==> src/rtl/dac_write_arbiter.sv <==
// dac_write_arbiter: round-robin arbiter that drives a two-channel parallel
// DAC write cycle (chip select, write strobe, channel select, data, LDAC).
// Optional feature macro: DAC_SYNC_LOAD_EN -- when defined, LDAC is held back
// until both channels have been written, so both outputs update together.
module dac_write_arbiter #(
    parameter int SETUP_CYC = 2,
    parameter int WR_CYC    = 3,
    parameter int LDAC_CYC  = 2
) (
    input  logic       clk,
    input  logic       rst,
    input  logic       req_a,
    input  logic [7:0] data_a,
    input  logic       req_b,
    input  logic [7:0] data_b,
    output logic       ack_a,
    output logic       ack_b,
    output logic       busy,
    output logic       dac_csn,
    output logic       dac_wrn,
    output logic       dac_a_b,
    output logic       dac_ldacn,
    output logic [7:0] dac_d
);

    typedef enum logic [2:0] {
        IDLE  = 3'd0,
        SETUP = 3'd1,
        WRITE = 3'd2,
        HOLD  = 3'd3,
        LOAD  = 3'd4
    } state_t;

    localparam logic [3:0] SETUP_LAST = 4'(SETUP_CYC - 1);
    localparam logic [3:0] WR_LAST    = 4'(WR_CYC - 1);
    localparam logic [3:0] LDAC_LAST  = 4'(LDAC_CYC - 1);

    state_t     state;
    state_t     state_nxt;
    logic [3:0] phase_cnt;   // cycles spent in the current state
    logic       last_grant;  // 0 = A, 1 = B
    logic       chan_q;      // channel of the write in flight
    logic [7:0] data_q;      // code captured at grant
    logic       any_req;
    logic       grant_b;

`ifdef DAC_SYNC_LOAD_EN
    logic [1:0] pending_mask;  // channels written since the last LDAC pulse
    logic [1:0] mask_merged;
    assign mask_merged = pending_mask | (chan_q ? 2'b10 : 2'b01);
`endif

    // Round-robin pick: on a tie, the channel not granted last wins.
    assign any_req = req_a | req_b;
    assign grant_b = req_b & (~req_a | ~last_grant);

    // State register and per-state phase counter.
    // NOTE: sequential state uses non-blocking assignments so every register
    // samples pre-edge values regardless of statement order.
    always_ff @(posedge clk or negedge rst) begin
        if (!rst) begin
            state     <= IDLE;
            phase_cnt <= 4'd0;
        end else begin
            state     <= state_nxt;
            phase_cnt <= (state_nxt != state) ? 4'd0 : phase_cnt + 4'd1;
        end
    end

    // Next-state logic; each timed state leaves on its last phase count.
    // NOTE: state_nxt gets a default before the case so no latch is inferred.
    always_comb begin
        state_nxt = state;
        case (state)
            IDLE:  if (any_req) state_nxt = SETUP;
            SETUP: if (phase_cnt == SETUP_LAST) state_nxt = WRITE;
            WRITE: if (phase_cnt == WR_LAST) state_nxt = HOLD;
`ifdef DAC_SYNC_LOAD_EN
            HOLD:  state_nxt = (mask_merged == 2'b11) ? LOAD : IDLE;
`else
            HOLD:  state_nxt = LOAD;
`endif
            LOAD:  if (phase_cnt == LDAC_LAST) state_nxt = IDLE;
            default: state_nxt = IDLE;
        endcase
    end

    // Grant capture: channel, code and round-robin history latch at grant.
    always_ff @(posedge clk or negedge rst) begin
        if (!rst) begin
            last_grant <= 1'b1;
            chan_q     <= 1'b0;
            data_q     <= 8'h00;
        end else if (state == IDLE && any_req) begin
            last_grant <= grant_b;
            chan_q     <= grant_b;
            data_q     <= grant_b ? data_b : data_a;
        end
    end

`ifdef DAC_SYNC_LOAD_EN
    // Pending mask: accumulate written channels, clear when LDAC is issued.
    always_ff @(posedge clk or negedge rst) begin
        if (!rst) begin
            pending_mask <= 2'b00;
        end else if (state == HOLD) begin
            pending_mask <= (mask_merged == 2'b11) ? 2'b00 : mask_merged;
        end
    end
`endif

    // Output decode: strobes depend only on state, so reset forces them
    // inactive immediately without waiting for a clock.
    always_comb begin
        dac_csn   = 1'b1;
        dac_wrn   = 1'b1;
        dac_ldacn = 1'b1;
        ack_a     = 1'b0;
        ack_b     = 1'b0;
        busy      = (state != IDLE);
        dac_a_b   = chan_q;
        dac_d     = data_q;
        case (state)
            SETUP: dac_csn = 1'b0;
            WRITE: begin
                dac_csn = 1'b0;
                dac_wrn = 1'b0;
            end
            HOLD: begin
                dac_csn = 1'b0;
                ack_a   = ~chan_q;
                ack_b   = chan_q;
            end
            LOAD:  dac_ldacn = 1'b0;
            default: ;
        endcase
    end

endmodule

==> config.mk <==
export PLATFORM = sky130hd
export DESIGN_NAME = dac_write_arbiter
export DESIGN_NICKNAME = d
export VERILOG_FILES = /design/src/rtl/dac_write_arbiter.sv
export SDC_FILE = /design/constraint.sdc
export NUM_CORES = 1
export LEC_CHECK = 0
export CAP_MARGIN = 20
export CORE_ASPECT_RATIO = 0.7
export CORE_MARGIN = 4
export CORE_UTILIZATION = 35
export DETAILED_ROUTE_END_ITERATION = 10
export PLACE_DENSITY = 0.68
export SLEW_MARGIN = 20
export SYNTH_ARGS = -nofsm -noshare
export SYNTH_HDL_FRONTEND = slang
export SYNTH_SLANG_ARGS = --single-unit
==> constraint.sdc <==
create_clock -name clk -period 3.4 [get_ports clk]
set_input_delay 0.34 -clock clk [delete_from_list [all_inputs] [get_ports clk]]
set_output_delay 0.34 -clock clk [all_outputs]
set_load 0.005 [all_outputs]
Yosys cells after proc, flatten, opt, wreduce, memory -nomap -nowiden
Cells that the tools add are included.

Output and inout port bits: 15. Memories: 0. RAM bits: 0. Logic and storage cells: 35. Latch bits: 0. Register bits after elaboration: 17. Bits in read-only memories: 0.

$add $sub $neg: 1. Shift operators: 0. Reduce and logical (&&, ||, !) cells: 4. Equal/unequal tests: 7. Bitwise operators: 6. Multiplexer cells: 12. Div/mod/pow operators: 0. $lt $le $gt $ge: 0. Multiply operators: 0.

Operators with widths (number): 3-bit one-hot mux with 5 select lines (1); 3-bit 2-to-1 mux (4); 8-bit 2-to-1 mux (1); 3-bit by 2-bit == test with 1-bit output (second input constant) (2); 1-bit 2-to-1 mux (5); 4-bit by 1-bit adder with 4-bit output (second input constant) (1); 4-bit by 1-bit == test with 1-bit output (second input constant) (1); 4-bit by 2-bit == test with 1-bit output (second input constant) (1); 4-bit 2-to-1 mux (1); 3-bit by 1-bit == test with 1-bit output (second input constant) (1); 3-bit == test (second input constant) (1); 3-bit zero test (1); 3-bit != test (1); 1-bit inverter (3); 3-bit nonzero test (1); 3-bit OR reduction (1); 1-bit OR (2); 1-bit bitwise AND (1); 1-bit logical AND (1).

Depth between registers and ports, before layout
Gate-level depths: netlist of the first run.

Depth after elaboration: 5. Gate-level depth with buffers: 6. Mapped depth without buffers: 6.

Worst setup path before layout of the first run
OpenSTA, ideal clock, no wires.

Kind: reg-to-reg. From: register phase_cnt[0]. To: register phase_cnt[2]. Arrival time: 1.446 ns. Setup slack: 1.828 ns. Setup time: 0.126 ns. Stages on the path, launching flop included: 7. Cell sequence: dfrtp_1 > inv_1 > ha_1 > or3b_2 > a2bb2oi_1 > a31oi_2 > nor2_1.

Word-level cells in the longest chain between the ends: 5.

RTL lines: start, declared (RTL line 40) `logic [3:0] phase_cnt;`; start signal, assigned (RTL line 66) `phase_cnt <= (state_nxt != state) ? 4'd0 : phase_cnt + 4'd1;`; 4-bit by 1-bit == test with 1-bit output / 4-bit by 2-bit == test with 1-bit output (equally long branches) (RTL line 76, 83, 77); 3-bit 2-to-1 mux (on tied branches) (RTL line 83, 76, 77); 3-bit one-hot mux with 5 select lines (RTL line 74) `case (state)`; 3-bit != test (RTL line 66); 4-bit 2-to-1 mux (*) (RTL line 66).

Every way passes the cells marked *; elsewhere a longest branch is shown, timed or not. A chain may end at the register's enable or synchronous reset.

Worst setup path in the final report of the first run
From: register state[2]. To: output port dac_wrn.

Word-level cells in the longest chain between the ends: 2.

RTL lines: start, declared (RTL line 38) `state_t state;`; start signal, assigned (RTL line 65) `state <= state_nxt;`; 3-bit by 2-bit == test with 1-bit output (RTL line 123) `case (state)`; 1-bit 2-to-1 mux (RTL line 123); end, declared (RTL line 20) `output logic dac_wrn,`.

No other way between the ends.

==> summary.md, run 1 <==
| Metric | Value |
|---|---|
| Multi-input gate area | 379 um^2 |
| Crit-path cells | or3b_1, clkdlybuf4s50_1 |
| H-Tree Level Count | 1 |
| Final setup fails | 0 |
| Post-CTS Setup Inserts | 0 |
| Commonest non-fill, non-tap cell in the layout | clkdlybuf4s50_1 |
| Yosys Warn Count | 0 |
| Fill cells | 212 |
| Seq/Total Area, Yosys | 0.506 |
| DRT Wirelength | 1920 um |
| First-pass GRT wire length | 3160 um |
| Number of cells after detailed placement | 149 |
| Final #Nets | 145 |
| Layout cell share with drive strength beyond 1 | 0.0744 |
| Commonest non-fill, non-tap cells in the layout | clkdlybuf4s50_1 (34), dfrtp_1 (16), nor2_1 (15) |
| Tot GR Track Use | 0.130 |
| Full die area | 3270 um^2 |
| Post-synthesis average cell area | 9.92 um^2 |
| Crit path DAT | 1.64 ns |
| Core Footprint | 2220 um^2 |
| Die H | 49.1 um |
| First-pass iteration count of the detailed router | 2 |
| ANT nets after route | 0 |
| Cells after Synth | 85 |
| Placer Congestion | 0.759 |
| Maximum VDD drop | 0.324 mV |
| Grt met3 use | 0.0507 |
| Final cell count without fillers | 153 |
| Antenna diodes | 0 |
| Critical setup path kind | flop to output pin |
| Setup Skew | 0.00632 ns |
| Worst Path Max Fanout | 8 |
| Initial DRC Count | 17 |
| Lkg Pwr | 0.532 nW |
| Final Slew Violations | 0 |
| Pre-CTS setup slack | 1.39 ns |
| FF-to-FF path depth | 6 |
| Layer carrying the most global-route usage | met2 |
| Max incr delay on CP | 0.47 ns |
| Initial Util | 0.379 |
| # rows | 14 |
| RSZ-0062 raised after global routing | no |
| Worst reg2reg startpoint | phase_cnt[0] |
| Max_cap viols | 0 |
| Class of the worst hold path | input pin to async pin |
| Total global routing overflow | 0 |
| Initial antenna violation count | 0 |
| CTS Buffer Depth | 2 |
| IO Port Bufs | 34 |
| Final hold viol count | 0 |
| Worst Setup SP | state[2] |
| Vias in the first global route | 668 |
| Max_slew headroom | 0.492 |
| Clock Latency Late Sink | 0.30 ns |
| CP Launch Type | flop |
| Setup TNS | 0 ns |
| Crit path capture type | output pin |
| Pin count of the biggest net entering global routing | 20 |
| Met1 usage | 0.163 |
| Slowest CP cell | clkdlybuf4s50_1 |
| Die Wd | 66.7 um |
| Net Count, Synth | 108 |
| Wire length per cell | 12.5 um |
| Yosys reg bits | 17 |
| Met2 usage | 0.191 |
| HPWL after detailed placement | 1530 um |
| Area of the mapped netlist | 843 um^2 |
| Slew @ Worst Pin | 0.759 ns |
| Reg area | 427 um^2 |
| Final Cycle Share | 0.583 |
| CP Data Required Time | 3.06 ns |
| Vias/cell | 4.61 |
| CTS clock-pin slew for the worst setup and hold paths | 0.10 ns |
| Boundary Pins | 35 |
| Residual DRC | 0 |
| Final worst setup slack | 1.42 ns |
| Clk sinks | 17 |
| CTS Root Buffer Type | clkbuf_4 |
| CTS tree | built |
| Power Dens Cells | 760 nW/um^2 |
| CTS Buf Count | 3 |
| Cts repair resizes | 0 |
| Netlist cell types | 26 |
| Hold-fix buffers at CTS | 0 |
| Via Count | 706 |
| Status | finished, final reports clean |
| Max frequency | 504 MHz |
| Layout area overhead | 47.3% |
| Final critical-path required period | 1.98 ns |
==> where the power goes <==
group / switching, mW / internal, mW
Sequential: 0.0715 / 0.296
Combinational: 0.204 / 0.265
Clock: 0.0628 / 0.0458
==> routing by layer <==
metal  vias up  wire [um]
met4         0         49
met1       324        828
met3         4        101
li1        361          -
met5         -          0
met2        17        936
==> stage by stage <==
stage                      util  total power, mW  hold WS [ns]  instance area (um^2)
after global routing      0.558             1.02         0.529                  1240
after global placement    0.547            0.832         0.481                  1220
final                     0.558            0.944         0.479                  1240
after CTS                 0.558            0.964         0.497                  1240
after detailed placement  0.547            0.849         0.478                  1220
after floorplan               -            0.612        0.0444                   843
==> kinds of logic after synthesis <==
kind of cell,after synthesis,share of synthesized area
AND/OR/NAND/NOR,30,0.178
flip-flops,17,0.506
AO/OA/AOI/OAI,16,0.111
buffers and inverters,9,0.0445
multiplexers,8,0.0950
adder cells (fa/ha/maj),3,0.0445
XOR/XNOR,2,0.0208
==> worst max-delay path: cells and delay by family (launching register included) <==
family,cells,cell delay (ns)
buffers and inverters,1,0.47
DFF,1,0.46
and+or+nand+nor,1,0.43
==> flip-flops by register name, indices dropped and copies added, names as in the netlist <==
register    flops
dac_d           8
state           3
last_grant      1
dac_a_b         1
phase_cnt       4
==> final timing paths <==
kind | endpoint | slack [ns]
setup / recovery | dac_wrn | 1.42
hold / removal | state[1] | 0.48
setup reg to reg | phase_cnt[3] | 1.68
hold reg to reg | last_grant | 0.50
max in group asynchronous | dac_d[1] | 2.44
min in group clk | last_grant | 0.50
==> Yosys cell counts <==
master	instances	area, um^2
or2_2	2	12.5
nor3_1	1	5.00
nor4_1	1	6.26
a21oi_1	9	45.0
a21boi_0	1	7.51
nor2_1	15	56.3
xor2_1	1	8.76
and2_1	1	6.26
or2b_1	1	7.51
inv_1	6	22.5
nand3b_1	2	15.0
ha_1	3	37.5
clkbuf_2	1	5.00
a2bb2oi_1	1	8.76
or3b_2	1	8.76
a31oi_2	1	12.5
mux2i_1	8	80.1
or3b_1	1	8.76
nand2_1	3	11.3
buf_2	2	10.0
o21ai_0	4	20.0
dfrtp_1	16	400
xnor2_1	1	8.76
nand3_1	1	5.00
dfstp_2	1	26.3
nor3b_1	1	7.51
==> final cells by class <==
cell class                      instances  share of cell area
Sequential cell                        17               0.343
Multi-Input combinational cell         59               0.305
Timing Repair Buffer                   35               0.280
Tap cell                               32              0.0322
Clock buffer                            4              0.0211
Inverter                                6              0.0181
Note: power is estimated with default switching activity, not from simulation.
==> run 2, diff against run 1 <==
==> constraint.sdc (replaced) <==
create_clock -name clk -period 2 [get_ports clk]
set_input_delay 0.2 -clock clk [delete_from_list [all_inputs] [get_ports clk]]
set_output_delay 0.2 -clock clk [all_outputs]
set_load 0.005 [all_outputs]
==> run 2 against run 1 <==
  * Largest power group unchanged
  * Sequential power grew 70%
  * Non-clock buffer count grew 2
  * Utilization grew 0.67 points
  * Design area grew 1.2%
==> summary.md, run 2 (synthesized netlist as in run 1, its figures left out) <==
| Metric | Value |
|---|---|
| Placed Area | 1230 um^2 (was 1220 um^2) |
| Sequential share of power | 0.385 (was 0.389) |
| Commonest non-fill, non-tap cells in the layout | clkdlybuf4s50_1 (34), dfrtp_1 (16), nor2_1 (15) (unchanged) |
| Clock network power share | 0.111 (was 0.115) |
| Commonest non-fill, non-tap cell in the layout | clkdlybuf4s50_1 (unchanged) |
| Residual DRC | 0 (unchanged) |
| Setup Skew | 0.00779 ns (was 0.00632 ns) |
| Reg2reg end | phase_cnt[2] (was phase_cnt[3]) |
| Max_cap viols | 0 (unchanged) |
| Pin count of the biggest net entering global routing | 20 (unchanged) |
| Final setup fails | 0 (unchanged) |
| Max frequency | 536 MHz |
| Vias in the first global route | 679 (was 668) |
| Worst Setup SP | state[2] (unchanged) |
| Placer Congestion | 0.757 (was 0.759) |
| First-pass GRT wire length | 3180 um (was 3160 um) |
| Initial DRC Count | 38 (was 17) |
| CP Data Required Time | 1.80 ns (was 3.06 ns) |
| Initial Util | 0.379 (unchanged) |
| Final cell count without fillers | 155 (was 153) |
| Worst reg2reg startpoint | phase_cnt[0] (unchanged) |
| CTS Buffer Depth | 2 (unchanged) |
| Boundary Pins | 35 (unchanged) |
| Crit path DAT | 1.67 ns (was 1.64 ns) |
| Via Count | 719 (was 706) |
| Final Slew Violations | 0 (unchanged) |
| CTS Buf Count | 3 (unchanged) |
| DRT Wirelength | 1930 um (was 1920 um) |
| Reg area | 427 um^2 (unchanged) |
| FF-to-FF path depth | 6 (unchanged) |
| Final critical-path required period | 1.87 ns |
| Core Util, Final | 0.565 (was 0.558) |
| H-Tree Level Count | 1 (unchanged) |
| HPWL after detailed placement | 1630 um (was 1530 um) |
| Crit path capture type | output pin (unchanged) |
| Status | finished, final reports clean (unchanged) |
| Post-CTS Setup Inserts | 0 (unchanged) |
| Class of the worst hold path | input pin to async pin (unchanged) |
| Layout cell share with drive strength beyond 1 | 0.0894 (was 0.0744) |
| CP Launch Type | flop (unchanged) |
| Hold-fix buffers at CTS | 0 (unchanged) |
| Layout area overhead | 49.1% (was 47.3%) |
| Multi-input gate area | 379 um^2 (unchanged) |
| First-pass iteration count of the detailed router | 4 (was 2) |
| Final worst setup slack | 0.133 ns (was 1.42 ns) |
| Maximum VDD drop | 0.600 mV (was 0.324 mV) |
| Antenna diodes | 0 (unchanged) |
| IO Port Bufs | 34 (unchanged) |
| Critical setup path kind | flop to output pin (unchanged) |
| Lkg Pwr | 0.541 nW (was 0.532 nW) |
| Tot GR Track Use | 0.132 (was 0.130) |
| Pre-CTS setup slack | 0.277 ns (was 1.39 ns) |
| Fill cells | 209 (was 212) |
| Final #Nets | 147 (was 145) |
| CTS clock-pin slew for the worst setup and hold paths | 0.10 ns (about the same) |
| Die H | 49.1 um (unchanged) |
| Combinational Power Share | 0.503 (was 0.496) |
| Power Dens Cells | 1290 nW/um^2 (was 760 nW/um^2) |
| Die Wd | 66.7 um (unchanged) |
| Hold Slack | 0.221 ns (was 0.479 ns) |
| Max reg flops | 8 (unchanged) |
| Wire length per cell | 12.4 um (was 12.5 um) |
| Total chip power | 1.62 mW (was 0.944 mW) |
| ANT nets after route | 0 (unchanged) |
| Worst Path Max Fanout | 8 (unchanged) |
| Max incr delay on CP | 0.46 ns (was 0.47 ns) |
| Number of cells after detailed placement | 151 (was 149) |
| Clk sinks | 17 (unchanged) |
| RSZ-0062 raised after global routing | no (unchanged) |
| Final hold viol count | 0 (unchanged) |
| CTS tree | built (unchanged) |
| Net switching power | 0.570 mW (was 0.338 mW) |
| Cts repair resizes | 0 (unchanged) |
| # rows | 14 (unchanged) |
| Final Cycle Share | 0.933 |
| Switch share | 0.352 (was 0.358) |
| Cell Int Power | 1.05 mW (was 0.606 mW) |
| Clock Latency Late Sink | 0.29 ns (was 0.30 ns) |
| Slowest CP cell | dfrtp_1 (was clkdlybuf4s50_1) |
| CTS Root Buffer Type | clkbuf_4 (unchanged) |
| Vias/cell | 4.64 (was 4.61) |
| Full die area | 3270 um^2 (unchanged) |
| Core Footprint | 2220 um^2 (unchanged) |
| Max_slew headroom | 0.631 (was 0.492) |
| R2r setup slk | 0.29 ns (was 1.68 ns) |
| Setup TNS | 0 ns (unchanged) |
| Finished Cell Area | 1260 um^2 (was 1240 um^2) |
| Crit-path cells | or3b_1, clkdlybuf4s50_1 (unchanged) |
| Largest delay share family, worst path | flip-flops (was buffers and inverters) |
| Initial antenna violation count | 0 (unchanged) |
| Slew @ Worst Pin | 0.553 ns (was 0.759 ns) |
| Total global routing overflow | 0 (unchanged) |
| Buffer and inverter count on the worst path | 1 (unchanged) |
-- run 2: cell type report --
class | count | area share
clock buffer | 4 | 0.0209
tap | 32 | 0.0318
multi-input combinational | 59 | 0.301
inverter | 6 | 0.0179
sequential | 17 | 0.339
timing repair buffer | 37 | 0.289
-- run 2: worst max path at each step --
stage | cells past startpoint | slack, ns | end
finish | 2 | 0.13 | dac_wrn
global route | 3 | 0.06 | ack_b
CTS | 2 | 0.12 | dac_wrn
detailed placement | 6 | 0.28 | phase_cnt[2]
global placement | 6 | 0.30 | phase_cnt[2]
floorplan | 6 | 0.43 | phase_cnt[2]
-- run 2: power by group through the flow --
stage	sequential, mW	combinational (mW)	clock (mW)
global placement	0.623	0.812	0
CTS	0.625	0.837	0.189
detailed placement	0.632	0.834	0
finish	0.624	0.814	0.180
floorplan	0.618	0.423	0
global route	0.647	0.913	0.205
-- run 2: layer usage --
metal	wire (um)	share of wire	global-route usage
met5	0	0	0
met4	28	0.015	0.0507
met3	88	0.046	0.0484
met2	1000	0.52	0.220
met1	808	0.42	0.153
==> run 3, diff against run 2 <==
--- a/config.mk
+++ b/config.mk
@@ -10,8 +10,8 @@
 export CORE_MARGIN = 4
 export CORE_UTILIZATION = 35
 export DETAILED_ROUTE_END_ITERATION = 10
-export PLACE_DENSITY = 0.68
-export SLEW_MARGIN = 20
+export DONT_BUFFER_PORTS = 1
 export SYNTH_ARGS = -nofsm -noshare
 export SYNTH_HDL_FRONTEND = slang
 export SYNTH_SLANG_ARGS = --single-unit
+export TNS_END_PERCENT = 30
==> run 3 against run 2 <==
  * Final cell count shrank 22%
  * Worst setup slack gained 0.18 ns
  * Total power shrank 18%
==> summary.md, run 3 (synthesized netlist as in run 1, its figures left out) <==
| Metric | Value |
|---|---|
| Hold Slack | 0.121 ns (was 0.221 ns) |
| Status | finished, final reports clean (unchanged) |
| Crit path DAT | 1.86 ns (was 1.67 ns) |
| Final #Nets | 113 (was 147) |
| CTS clock-pin slew for the worst setup and hold paths | 0.10 ns (about the same) |
| HPWL after detailed placement | 1270 um (was 1630 um) |
| Class of the worst hold path | input pin to flop (was input pin to async pin) |
| Vias in the first global route | 589 (was 679) |
| Buffer and inverter count on the worst path | 1 (unchanged) |
| Boundary Pins | 35 (unchanged) |
| RSZ-0062 raised after global routing | no (unchanged) |
| Cts repair resizes | 0 (unchanged) |
| Power Dens Cells | 1440 nW/um^2 (was 1290 nW/um^2) |
| Worst Setup SP | phase_cnt[0] (was state[2]) |
| Die H | 49.1 um (unchanged) |
| Placer Congestion | 0.676 (was 0.757) |
| First-pass iteration count of the detailed router | 4 (unchanged) |
| Clock Latency Late Sink | 0.29 ns (about the same) |
| Setup TNS | 0 ns (unchanged) |
| Wire length per cell | 13.5 um (was 12.4 um) |
| Commonest non-fill, non-tap cell in the layout | dfrtp_1 (was clkdlybuf4s50_1) |
| CTS tree | built (unchanged) |
| Crit-path cells | inv_1, ha_1, or3b_2, a2bb2oi_1, a31oi_2, nor2_1 (was or3b_1, clkdlybuf4s50_1) |
| Full die area | 3270 um^2 (unchanged) |
| Critical setup path kind | flop to flop (was flop to output pin) |
| R2r setup slk | 0.31 ns (was 0.29 ns) |
| Setup Skew | 0.00529 ns (was 0.00779 ns) |
| Initial antenna violation count | 0 (unchanged) |
| Slowest CP cell | dfrtp_1 (unchanged) |
| Maximum VDD drop | 0.460 mV (was 0.600 mV) |
| Commonest non-fill, non-tap cells in the layout | dfrtp_1 (16), nor2_1 (15), a21oi_1 (9) (was clkdlybuf4s50_1 (34), dfrtp_1 (16), nor2_1 (15)) |
| Final Slew Violations | 0 (unchanged) |
| Max_slew headroom | 0.472 (was 0.631) |
| Clk sinks | 17 (unchanged) |
| ANT nets after route | 0 (unchanged) |
| Final setup fails | 0 (unchanged) |
| Slew @ Worst Pin | 0.789 ns (was 0.553 ns) |
| Core Footprint | 2220 um^2 (unchanged) |
| Via Count | 600 (was 719) |
| Max frequency | 592 MHz (was 536 MHz) |
| Die Wd | 66.7 um (unchanged) |
| Crit path capture type | flop (was output pin) |
| CTS Buffer Depth | 2 (unchanged) |
| Total global routing overflow | 0 (unchanged) |
| Final Cycle Share | 0.845 (was 0.933) |
| Tot GR Track Use | 0.109 (was 0.132) |
| Max incr delay on CP | 0.43 ns (was 0.46 ns) |
| Layout area overhead | 9.05% (was 49.1%) |
| Final cell count without fillers | 121 (was 155) |
| CTS Buf Count | 3 (unchanged) |
| FF-to-FF path depth | 6 (unchanged) |
| Residual DRC | 0 (unchanged) |
| CP Launch Type | flop (unchanged) |
| Sink of the worst hold path | dac_d[2] |
| Initial Util | 0.379 (unchanged) |
| DRT Wirelength | 1630 um (was 1930 um) |
| Worst reg2reg startpoint | phase_cnt[0] (unchanged) |
| Hold path depth | 2 |
| Reg2reg end | phase_cnt[3] (was phase_cnt[2]) |
| Antenna diodes | 0 (unchanged) |
| Max_cap viols | 0 (unchanged) |
| Number of cells after detailed placement | 116 (was 151) |
| Pin count of the biggest net entering global routing | 20 (unchanged) |
| First-pass GRT wire length | 2730 um (was 3180 um) |
| Max reg flops | 8 (unchanged) |
| Worst Path Max Fanout | 5 (was 8) |
| CTS Root Buffer Type | clkbuf_4 (unchanged) |
| Layout cell share with drive strength beyond 1 | 0.112 (was 0.0894) |
| # rows | 14 (unchanged) |
| Lkg Pwr | 0.407 nW (was 0.541 nW) |
| Largest delay share family, worst path | simple AND/OR/NAND/NOR gates (was flip-flops) |
| Vias/cell | 4.96 (was 4.64) |
| IO Port Bufs | 0 (was 34) |
| Hold path startpoint | data_a[2] |
| Final critical-path required period | 1.69 ns (was 1.87 ns) |
| H-Tree Level Count | 1 (unchanged) |
| Final hold viol count | 0 (unchanged) |
| Initial DRC Count | 19 (was 38) |
| CP Data Required Time | 2.18 ns (was 1.80 ns) |
==> run 3: cell count changes in the layout (fill, tap and decap cells not counted), sizes merged <==
cell           before  now
clkdlybuf4s50      34    0
buf                 3    2
dlygate4sd3         0    1
==> run 3: final cells by class <==
cell class | instances | area, um^2
sequential | 17 | 427
tap | 32 | 40.0
multi-input combinational | 59 | 379
inverter | 6 | 22.5
timing repair buffer | 3 | 25.0
clock buffer | 4 | 26.3
fill | 237 | 1310
==> run 3: timing repair <==
action	CTS	global route
endpoints found under the hold margin	17	0
hold buffers	1	0
buffers inserted	0	0
==> run 3: worst max path at each step <==
stage	endpoint	slack [ns]	cells past startpoint
2_1_floorplan	phase_cnt[2]	0.43	6
3_3_place_gp	phase_cnt[3]	0.35	6
3_5_place_dp	phase_cnt[3]	0.29	6
4_1_cts	phase_cnt[3]	0.28	6
5_1_grt	phase_cnt[3]	0.12	6
6_report	phase_cnt[3]	0.31	6
==> run 3: metrics by stage <==
step / power (mW) / area (um^2) / setup WS (ns) / util
CTS: 1.36 / 920 / 0.280 / 0.413
floorplan: 1.04 / 843 / 0.428 / -
finish: 1.33 / 920 / 0.311 / 0.413
global route: 1.46 / 920 / 0.124 / 0.413
detailed placement: 1.16 / 883 / 0.287 / 0.397
global placement: 1.14 / 883 / 0.353 / 0.397
==> run 3: layer usage <==
layer / up-vias / GRT usage / wire, um
met5: - / 0 / 0
met4: 0 / 0.0203 / 0
met3: 0 / 0.0507 / 101
met2: 15 / 0.183 / 820
met1: 292 / 0.128 / 707
li1: 293 / - / -
==> run 3: power by group <==
part / internal, mW / switching [mW]
registers: 0.503 / 0.142
clock network: 0.0775 / 0.103
logic: 0.221 / 0.282
